**config.mk**
```make
export PLATFORM = sky130hd
export DESIGN_NAME = rv32i_mem_arbiter
export DESIGN_NICKNAME = d
export VERILOG_FILES = /design/src/rtl/rv32i_mem_arbiter.sv
export SDC_FILE = /design/constraint.sdc
export NUM_CORES = 1
export LEC_CHECK = 0
export ABC_AREA = 1
export BUFFER_PORTS_ARGS = -buffer_cell sky130_fd_sc_hd__buf_2
export CORE_ASPECT_RATIO = 1.75
export CORE_MARGIN = 2
export CORE_UTILIZATION = 46
export CTS_CLUSTER_SIZE = 10
export DETAILED_ROUTE_END_ITERATION = 16
export PLACE_DENSITY = 0.8
export SLEW_MARGIN = 30
export SYNTH_ARGS = -nofsm -noshare
export SYNTH_HDL_FRONTEND = slang
export SYNTH_SLANG_ARGS = --single-unit
```
**constraint.sdc**
```tcl
create_clock -name clk_i -period 1.6 [get_ports clk_i]
set_input_delay 0.08 -clock clk_i [delete_from_list [all_inputs] [get_ports clk_i]]
set_output_delay 0.08 -clock clk_i [all_outputs]
set_load 0.01 [all_outputs]
```
**src/rtl/rv32i_mem_arbiter.sv**
```systemverilog
// RV32I memory arbiter: fetch and load/store ports sharing one 16-bit bus.
// Data wins ties; word accesses and fetches are split into two halfword beats.
module rv32i_mem_arbiter #(
    parameter int XLEN     = 32,
    parameter int BUS_BITS = 16
) (
    input  logic                clk_i,
    input  logic                reset_i,
    input  logic                if_req_i,
    input  logic [XLEN-1:0]     if_addr_i,
    output logic                if_ack_o,
    output logic [XLEN-1:0]     if_data_o,
    output logic                if_fault_o,
    input  logic                d_req_i,
    input  logic                d_we_i,
    input  logic [2:0]          d_funct3_i,
    input  logic [XLEN-1:0]     d_addr_i,
    input  logic [XLEN-1:0]     d_wdata_i,
    output logic                d_ack_o,
    output logic [XLEN-1:0]     d_rdata_o,
    output logic                d_fault_o,
    output logic [XLEN-1:0]     bus_addr_o,
    output logic                bus_read_o,
    output logic                bus_write_o,
    output logic [BUS_BITS-1:0] bus_wdata_o,
    output logic [1:0]          bus_mask_o,
    input  logic [BUS_BITS-1:0] bus_rdata_i,
    input  logic                bus_ready_i,
    output logic                busy_o
);

    typedef enum logic [1:0] {
        S_IDLE,
        S_BEAT0,
        S_BEAT1,
        S_ACK
    } state_t;

    state_t r_state;
    state_t w_next;

    logic            r_is_d;
    logic [XLEN-1:0] r_addr;
    logic            r_we;
    logic [2:0]      r_funct3;
    logic [XLEN-1:0] r_wdata;
    logic            r_fault;
    logic [15:0]     r_lo;
    logic [XLEN-1:0] r_if_data;
    logic [XLEN-1:0] r_d_rdata;

    logic            w_any_req;
    logic            w_d_misalign;
    logic            w_d_illegal;
    logic            w_fault;
    logic            w_two;
    logic            w_beat;
    logic            w_last_done;
    logic [15:0]     w_half_rd;
    logic [7:0]      w_byte_rd;
    logic [XLEN-1:0] w_load;
    logic [XLEN-1:0] w_result;
    logic [15:0]     w_half_wr;

    // ---------------- request decode ----------------
    assign w_any_req = d_req_i | if_req_i;

    always_comb begin
        w_d_misalign = 1'b0;
        unique case (d_funct3_i[1:0])
            2'b01:   w_d_misalign = d_addr_i[0];
            2'b10:   w_d_misalign = |d_addr_i[1:0];
            default: w_d_misalign = 1'b0;
        endcase
    end

    // Stores only know SB/SH/SW; loads additionally allow LBU/LHU.
    always_comb begin
        if (d_we_i) begin
            w_d_illegal = d_funct3_i[2] | (&d_funct3_i[1:0]);
        end else begin
            w_d_illegal = (&d_funct3_i[1:0])
                        | (d_funct3_i[2] & d_funct3_i[1]);
        end
    end

    assign w_fault = d_req_i ? (w_d_illegal | w_d_misalign)
                             : (|if_addr_i[1:0]);

    // ---------------- FSM ----------------
    assign w_two  = ~r_is_d | (r_funct3[1:0] == 2'b10);
    assign w_beat = (r_state == S_BEAT0) | (r_state == S_BEAT1);

    always_ff @(posedge clk_i or negedge reset_i) begin
        if (!reset_i) begin
            r_state <= S_IDLE;
        end else begin
            r_state <= w_next;
        end
    end

    always_comb begin
        w_next = r_state;
        unique case (r_state)
            S_IDLE: begin
                if (w_any_req) begin
                    w_next = w_fault ? S_ACK : S_BEAT0;
                end
            end
            S_BEAT0: begin
                if (bus_ready_i) begin
                    w_next = w_two ? S_BEAT1 : S_ACK;
                end
            end
            S_BEAT1: begin
                if (bus_ready_i) begin
                    w_next = S_ACK;
                end
            end
            S_ACK: begin
                w_next = S_IDLE;
            end
            default: begin
                w_next = S_IDLE;
            end
        endcase
    end

    assign w_last_done = bus_ready_i
                       & ((r_state == S_BEAT1)
                       | ((r_state == S_BEAT0) & ~w_two));

    // ---------------- read path ----------------
    // Even byte arrives on [15:8]; swap into little-endian halfword order.
    assign w_half_rd = {bus_rdata_i[7:0], bus_rdata_i[15:8]};
    assign w_byte_rd = r_addr[0] ? bus_rdata_i[7:0] : bus_rdata_i[15:8];

    always_comb begin
        w_load = '0;
        unique case (r_funct3)
            3'b000:  w_load = {{(XLEN-8){w_byte_rd[7]}}, w_byte_rd};
            3'b100:  w_load = {{(XLEN-8){1'b0}}, w_byte_rd};
            3'b001:  w_load = {{(XLEN-16){w_half_rd[15]}}, w_half_rd};
            3'b101:  w_load = {{(XLEN-16){1'b0}}, w_half_rd};
            default: w_load = '0;
        endcase
    end

    assign w_result = w_two ? {w_half_rd, r_lo} : w_load;

    // ---------------- capture and result registers ----------------
    always_ff @(posedge clk_i or negedge reset_i) begin
        if (!reset_i) begin
            r_is_d    <= 1'b0;
            r_addr    <= '0;
            r_we      <= 1'b0;
            r_funct3  <= '0;
            r_wdata   <= '0;
            r_fault   <= 1'b0;
            r_lo      <= '0;
            r_if_data <= '0;
            r_d_rdata <= '0;
        end else begin
            if ((r_state == S_IDLE) && w_any_req) begin
                r_is_d   <= d_req_i;
                r_addr   <= d_req_i ? d_addr_i : if_addr_i;
                r_we     <= d_req_i & d_we_i;
                r_funct3 <= d_req_i ? d_funct3_i : 3'b010;
                r_wdata  <= d_wdata_i;
                r_fault  <= w_fault;
                if (w_fault) begin
                    if (d_req_i) begin
                        r_d_rdata <= '0;
                    end else begin
                        r_if_data <= '0;
                    end
                end
            end
            if ((r_state == S_BEAT0) && bus_ready_i) begin
                r_lo <= w_half_rd;
            end
            if (w_last_done) begin
                if (r_is_d) begin
                    r_d_rdata <= r_we ? '0 : w_result;
                end else begin
                    r_if_data <= w_result;
                end
            end
        end
    end

    // ---------------- bus drive ----------------
    assign w_half_wr = (r_state == S_BEAT1) ? r_wdata[31:16]
                                            : r_wdata[15:0];

    always_comb begin
        bus_addr_o  = '0;
        bus_read_o  = 1'b0;
        bus_write_o = 1'b0;
        bus_wdata_o = '0;
        bus_mask_o  = 2'b00;
        if (w_beat) begin
            bus_read_o  = ~r_we;
            bus_write_o = r_we;
            bus_mask_o  = 2'b11;
            if (r_state == S_BEAT1) begin
                bus_addr_o = {r_addr[XLEN-1:2], 2'b10};
            end else if (w_two) begin
                bus_addr_o = {r_addr[XLEN-1:2], 2'b00};
            end else begin
                bus_addr_o = {r_addr[XLEN-1:1], 1'b0};
            end
            if (r_we) begin
                if (r_funct3[1:0] == 2'b00) begin
                    bus_wdata_o = r_addr[0] ? {8'h00, r_wdata[7:0]}
                                            : {r_wdata[7:0], 8'h00};
                    bus_mask_o  = r_addr[0] ? 2'b01 : 2'b10;
                end else begin
                    bus_wdata_o = {w_half_wr[7:0], w_half_wr[15:8]};
                end
            end
        end
    end

    // ---------------- requester outputs ----------------
    assign if_ack_o   = (r_state == S_ACK) & ~r_is_d;
    assign d_ack_o    = (r_state == S_ACK) & r_is_d;
    assign if_fault_o = if_ack_o & r_fault;
    assign d_fault_o  = d_ack_o & r_fault;
    assign if_data_o  = r_if_data;
    assign d_rdata_o  = r_d_rdata;
    assign busy_o     = (r_state != S_IDLE);

endmodule

```
; ---- Word-level counts from Yosys, hierarchy flattened
; Cells that the tools add are included.
[totals]
regBits = 152
in_bits = 121
output_inout_bits = 121
word_cells = 89
[op_classes]
n_eq_ne = 12
muxes = 39
bitwise = 18
reduce_logical = 10
[ops]
columns = op, count
row1 = 2-to-1 mux 32 bit, 14
row2 = one-hot mux 32 bit (4 select lines), 1
row3 = 2-to-1 mux 16 bit, 5
row4 = 2-to-1 mux 2 bit, 10
row5 = AND 1 bit, 8
row6 = "equality test 2 bit, second input constant", 4
row7 = 2-to-1 mux 8 bit, 1
row8 = one-hot mux 2 bit (4 select lines), 1
row9 = bitwise OR 1 bit, 7
row10 = "equality test 3 bit, second input constant", 2
row11 = "!= test 2 bit, second input constant", 3
row12 = 2-to-1 mux 1 bit, 5
row13 = "equality test 2 x 1 -> 1 bit, second input constant", 2
row14 = logical NOT 2 bit, 2
row15 = OR reduction 2 bit, 2
row16 = "equality test 3 x 1 -> 1 bit, second input constant", 1
row17 = logical NOT 3 bit, 1
row18 = 2-to-1 mux 3 bit, 1
row19 = inverter 1 bit, 3
row20 = AND reduction 3 bit, 1
row21 = logical AND 1 bit, 2
row22 = one-hot mux 1 bit (2 select lines), 1
row23 = AND reduction 2 bit, 1
row24 = nonzero test 2 bit, 1

; ---- Longest topological paths before layout
[depth]
depth_word = 9
depth_mapped = 10
depth_no_buf = 10

; ---- Worst setup path before layout
; Ideal clock, no wire load.
[synth_path]
path_type = register -> output
from = register r_state[0]
to = output port bus_wdata_o[10]
t_arrival_ps = 1609
required_time_ps = 1520
slack_ps = -89
path_stages_with_launch = 10
n_path_buf = 2
path_cell_list = dfrtp_1 -> inv_1 -> ha_1 -> buf_4 -> inv_2 -> buf_2 -> nor2_2 -> nor2_2 -> a22oi_1 -> nor2_1
[synth_between]
elab_chain_cells = 5
elab_cells_between_ends = 7
cone_classes = 2 x eq/ne / 4 x mux / 1 x bitwise
[synth_rtl]
columns = element, line_no
row1 = start: declaration, 39  ; state_t r_state;
row2 = start signal: assignment, 98  ; r_state <= w_next;
row3 = equality test 2 bit, "92, 193"
row4 = 2-to-1 mux 16 bit, 193  ; assign w_half_wr = (r_state == S_BEAT1) ? r_wdata[31:16]
row5 = 2-to-1 mux 16 bit, 214  ; if (r_funct3[1:0] == 2'b00) begin
row6 = 2-to-1 mux 16 bit, 213  ; if (r_we) begin
row7 = 2-to-1 mux 16 bit *, 202  ; if (w_beat) begin
row8 = end: declaration, 25  ; output logic [BUS_BITS-1:0] bus_wdata_o,
; Every way passes the cells marked *; elsewhere a longest branch is shown, timed or not.

; ---- Final worst setup path
[layout_path]
from = register r_funct3[0]
to = output port bus_wdata_o[5]
[layout_between]
elab_chain_cells = 4
[layout_rtl]
columns = element, line_no
row1 = start: declaration, 45  ; logic [2:0] r_funct3;
row2 = start signal: assignment, 168  ; r_funct3 <= d_req_i ? d_funct3_i : 3'b010;
row3 = logical NOT 2 bit, 214
row4 = 2-to-1 mux 16 bit, 214
row5 = 2-to-1 mux 16 bit, 213
row6 = 2-to-1 mux 16 bit, 202
; Every way passes these cells.

==> impl_metrics.json <==
{
  "synth_top_area_cell": "dfrtp_1",
  "skew_ns": 0.01469,
  "first_pass_iters": 7,
  "synth_compound_area_share_pct": 9.286,
  "ir_drop_mv": 1.246,
  "vias": 8686,
  "start_util_pct": 47.02,
  "critPathCaptureType": "primary output",
  "rsz0062_at_grt": "yes",
  "synth_top_family_by_area": "simple AND/OR/NAND/NOR gates",
  "synth_nets": 1118,
  "antenna_found_initial": 0,
  "fin_nets": 1492,
  "cts-root-buf": "clkbuf_16",
  "grt_start_max_net_pins": 49,
  "fp.dieArea_um2": 17300,
  "failed_checks": "setup timing",
  "critPathSlowestCell": "dfrtp_1",
  "period_needed_ns": 1.878,
  "final_common_cell": "nand2_1",
  "wire_per_inst_um": 18.31,
  "ant_nets": 0,
  "drt_iter0_markers": 672,
  "synth_top_cells_by_area": "dfrtp_1 (51%), nand2_1 (21%), nand3_1 (4.7%)",
  "final_cell_mix": "nand2_1 (390), buf_2 (230), dfrtp_1 (151), dlygate4sd3_1 (104), inv_1 (74)",
  "cts_tree": "done",
  "fin_ws_ns": -0.2779,
  "synth_cells": 989,
  "wirelength_um": 28670,
  "cp_cell_sequence": "buf_4 > nor2_4 > buf_4 > a21oi_1 > a22oi_1 > nor2_2 > buf_4",
  "p_clk_share_pct": 19.2,
  "die_x_um": 100.3,
  "setup_violations": 118,
  "io_pins": 242,
  "design_area_um2": 11640,
  "p_switching_mw": 9.492,
  "yosysSeqAreaShare_pct": 50.96,
  "rows": 61,
  "critPathLaunchType": "flip-flop",
  "ys_warn_count": 0,
  "grt_usage_pct": 30.51,
  "required_ns": 1.52,
  "synth_cell_types": 28,
  "dp.cells": 1397,
  "powerDensity_nw_per_um2": 1918,
  "path_max_fanout": 9,
  "cap_violations": 0,
  "drive_above_1_share_pct": 31.18,
  "holdWs_ns": 0.01060,
  "synth_top_area_share_pct": 50.96,
  "status": "finished, violations left",
  "cts.sinks": 152,
  "gp_congestion": 0.9357,
  "fmax_mhz": 532.5,
  "min-delay-start": "bus_rdata_i[12]",
  "finalHoldViolations": 0,
  "synth_simple_gate_area_share_pct": 29.97,
  "syn2layout_area_growth_pct": 55.88,
  "numCtsBuffers": 17,
  "path_class": "reg2out",
  "final.fill_count": 1112,
  "crit-reg2reg-launch": "r_state[0]",
  "muxShareOfSynthArea_pct": 0,
  "worst_path_most_repeated_cell": "buf_4",
  "report.final.slew_viol_count": 0,
  "port_buffers": 240,
  "hold_path.class": "in2reg",
  "cpPeakStageDelay_ns": 0.40,
  "syn_area_um2": 7465,
  "core_area_um2": 15880,
  "period_share_pct": 117.4,
  "drcViolationCount": 0,
  "grt_pass1_vias": 8410,
  "cp.arrival_ns": 1.80,
  "p_int_mw": 12.83,
  "synth_fa_ha_area_share_pct": 1.341,
  "die_y_um": 172.5,
  "vias_per_cell": 5.547,
  "clockBufferDepth": 2,
  "grt_pass1_wl_um": 41450,
  "startpoint": "r_funct3[0]",
  "clk_pin_slew_worst_paths_ns": 0.06,
  "htreeDepth": 4,
  "dpl_cell_area_um2": 9017,
  "combPwrFrac_pct": 51.3,
  "grt_overflow": 0,
  "multi_input_area_um2": 3363,
  "dp_hpwl_um": 16280,
  "ys_seq_elements": 152,
  "swShare_pct": 42.52,
  "leakagePower_nw": 6.474,
  "synth_xor_area_share_pct": 0,
  "pwr-share-seq_pct": 29.5,
  "stdcell_count": 1566,
  "clkLatencyLatePin_ns": 0.42,
  "regArea_um2": 3805,
  "syn_avg_cell_area_um2": 7.548
}
metal layers:
layer	wire length, um	track usage [%]
met1	9492	32.89
met2	15190	53.27
met4	1904	19.69
met3	2084	5.729
met5	0	0
kinds of logic (layout without fill, tap and decap cells):
group | after synthesis | in the layout
buf+inv | 148 | 535
fa+ha+maj | 8 | 8
other cells | 1 | 2
simple gates | 560 | 560
flops | 152 | 152
compound gates | 120 | 120
power groups by stage:
| stage | clock network, mW | registers, mW | logic (mW) |
|---|---|---|---|
| global placement | 0 | 6.39 | 8.64 |
| floorplan | 0 | 6.47 | 5.33 |
| global route | 4.48 | 6.70 | 12.4 |
| CTS | 4.31 | 6.44 | 10.1 |
| finish | 4.29 | 6.58 | 11.5 |
| detailed placement | 0 | 6.45 | 8.83 |
worst max-delay path: cells and delay by family (launching register included):
family                 cells  cell delay (ns)
buffers and inverters      3             0.51
flip-flops                 1             0.40
AO/OA/AOI/OAI              2             0.27
AND/OR/NAND/NOR            2             0.19
cells in the mapped netlist (all sizes together):
library cell / count
inv: 91
a22oi: 16
nor3: 2
a31oi: 31
a21oi: 14
o21ai: 54
conb: 1
clkbuf: 26
nand3: 72
nor2: 68
dfrtp: 152
nand2: 418
o211ai: 1
buf: 31
o221ai: 1
ha: 8
o22ai: 3
area by class of cell:
cell class                      count  share of cell area [%]
Timing Repair inverter              1                 0.04301
Timing Repair Buffer              411                   27.84
Antenna cell                        1                 0.02151
Clock buffer                       21                   4.043
Tap cell                          189                   2.032
Multi-Input combinational cell    689                   28.90
Clock inverter                     11                   1.366
Sequential cell                   152                   32.70
Inverter                           91                   3.054
stage by stage:
stage                     setup TNS [ns]  setup WS (ns)  utilization (%)  total power, mW
after floorplan                        0        0.02315                -            11.80
after global placement                 0        0.05377            56.80            15.03
after detailed placement         -0.5488       -0.06256            56.80            15.28
after CTS                         -10.43        -0.2443            69.74            20.81
after global routing              -28.97        -0.3713            73.28            23.60
final                             -20.09        -0.2779            73.30            22.32
what timing repair did:
item	4_1_cts	5_1_grt
cloned	2	13
buffers inserted	13	6
resized for setup	55	84
endpoints found under the hold margin	201	0
setup endpoints to repair	68	133
pin swaps	10	8
hold buffers	104	0
sequential cells by signal (all words and copies together) (netlist names):
name and cells:
d_rdata_o 32, if_data_o 32, r_addr 32, r_fault 1
r_funct3 3, r_is_d 1, r_lo 16, r_state 2
r_wdata 32, r_we 1
worst paths after layout:
check	to	cells past startpoint	slack, ns
min reg2reg	r_wdata[19]	2	0.49
min in group asynchronous	if_data_o[17]	2	0.13
max reg2reg	d_rdata_o[16]	12	-0.21
min	if_data_o[20]	3	0.01
max in group asynchronous	d_rdata_o[26]	3	0.77
max	bus_wdata_o[5]	7	-0.28
Power figures use the tool's default switching activity.
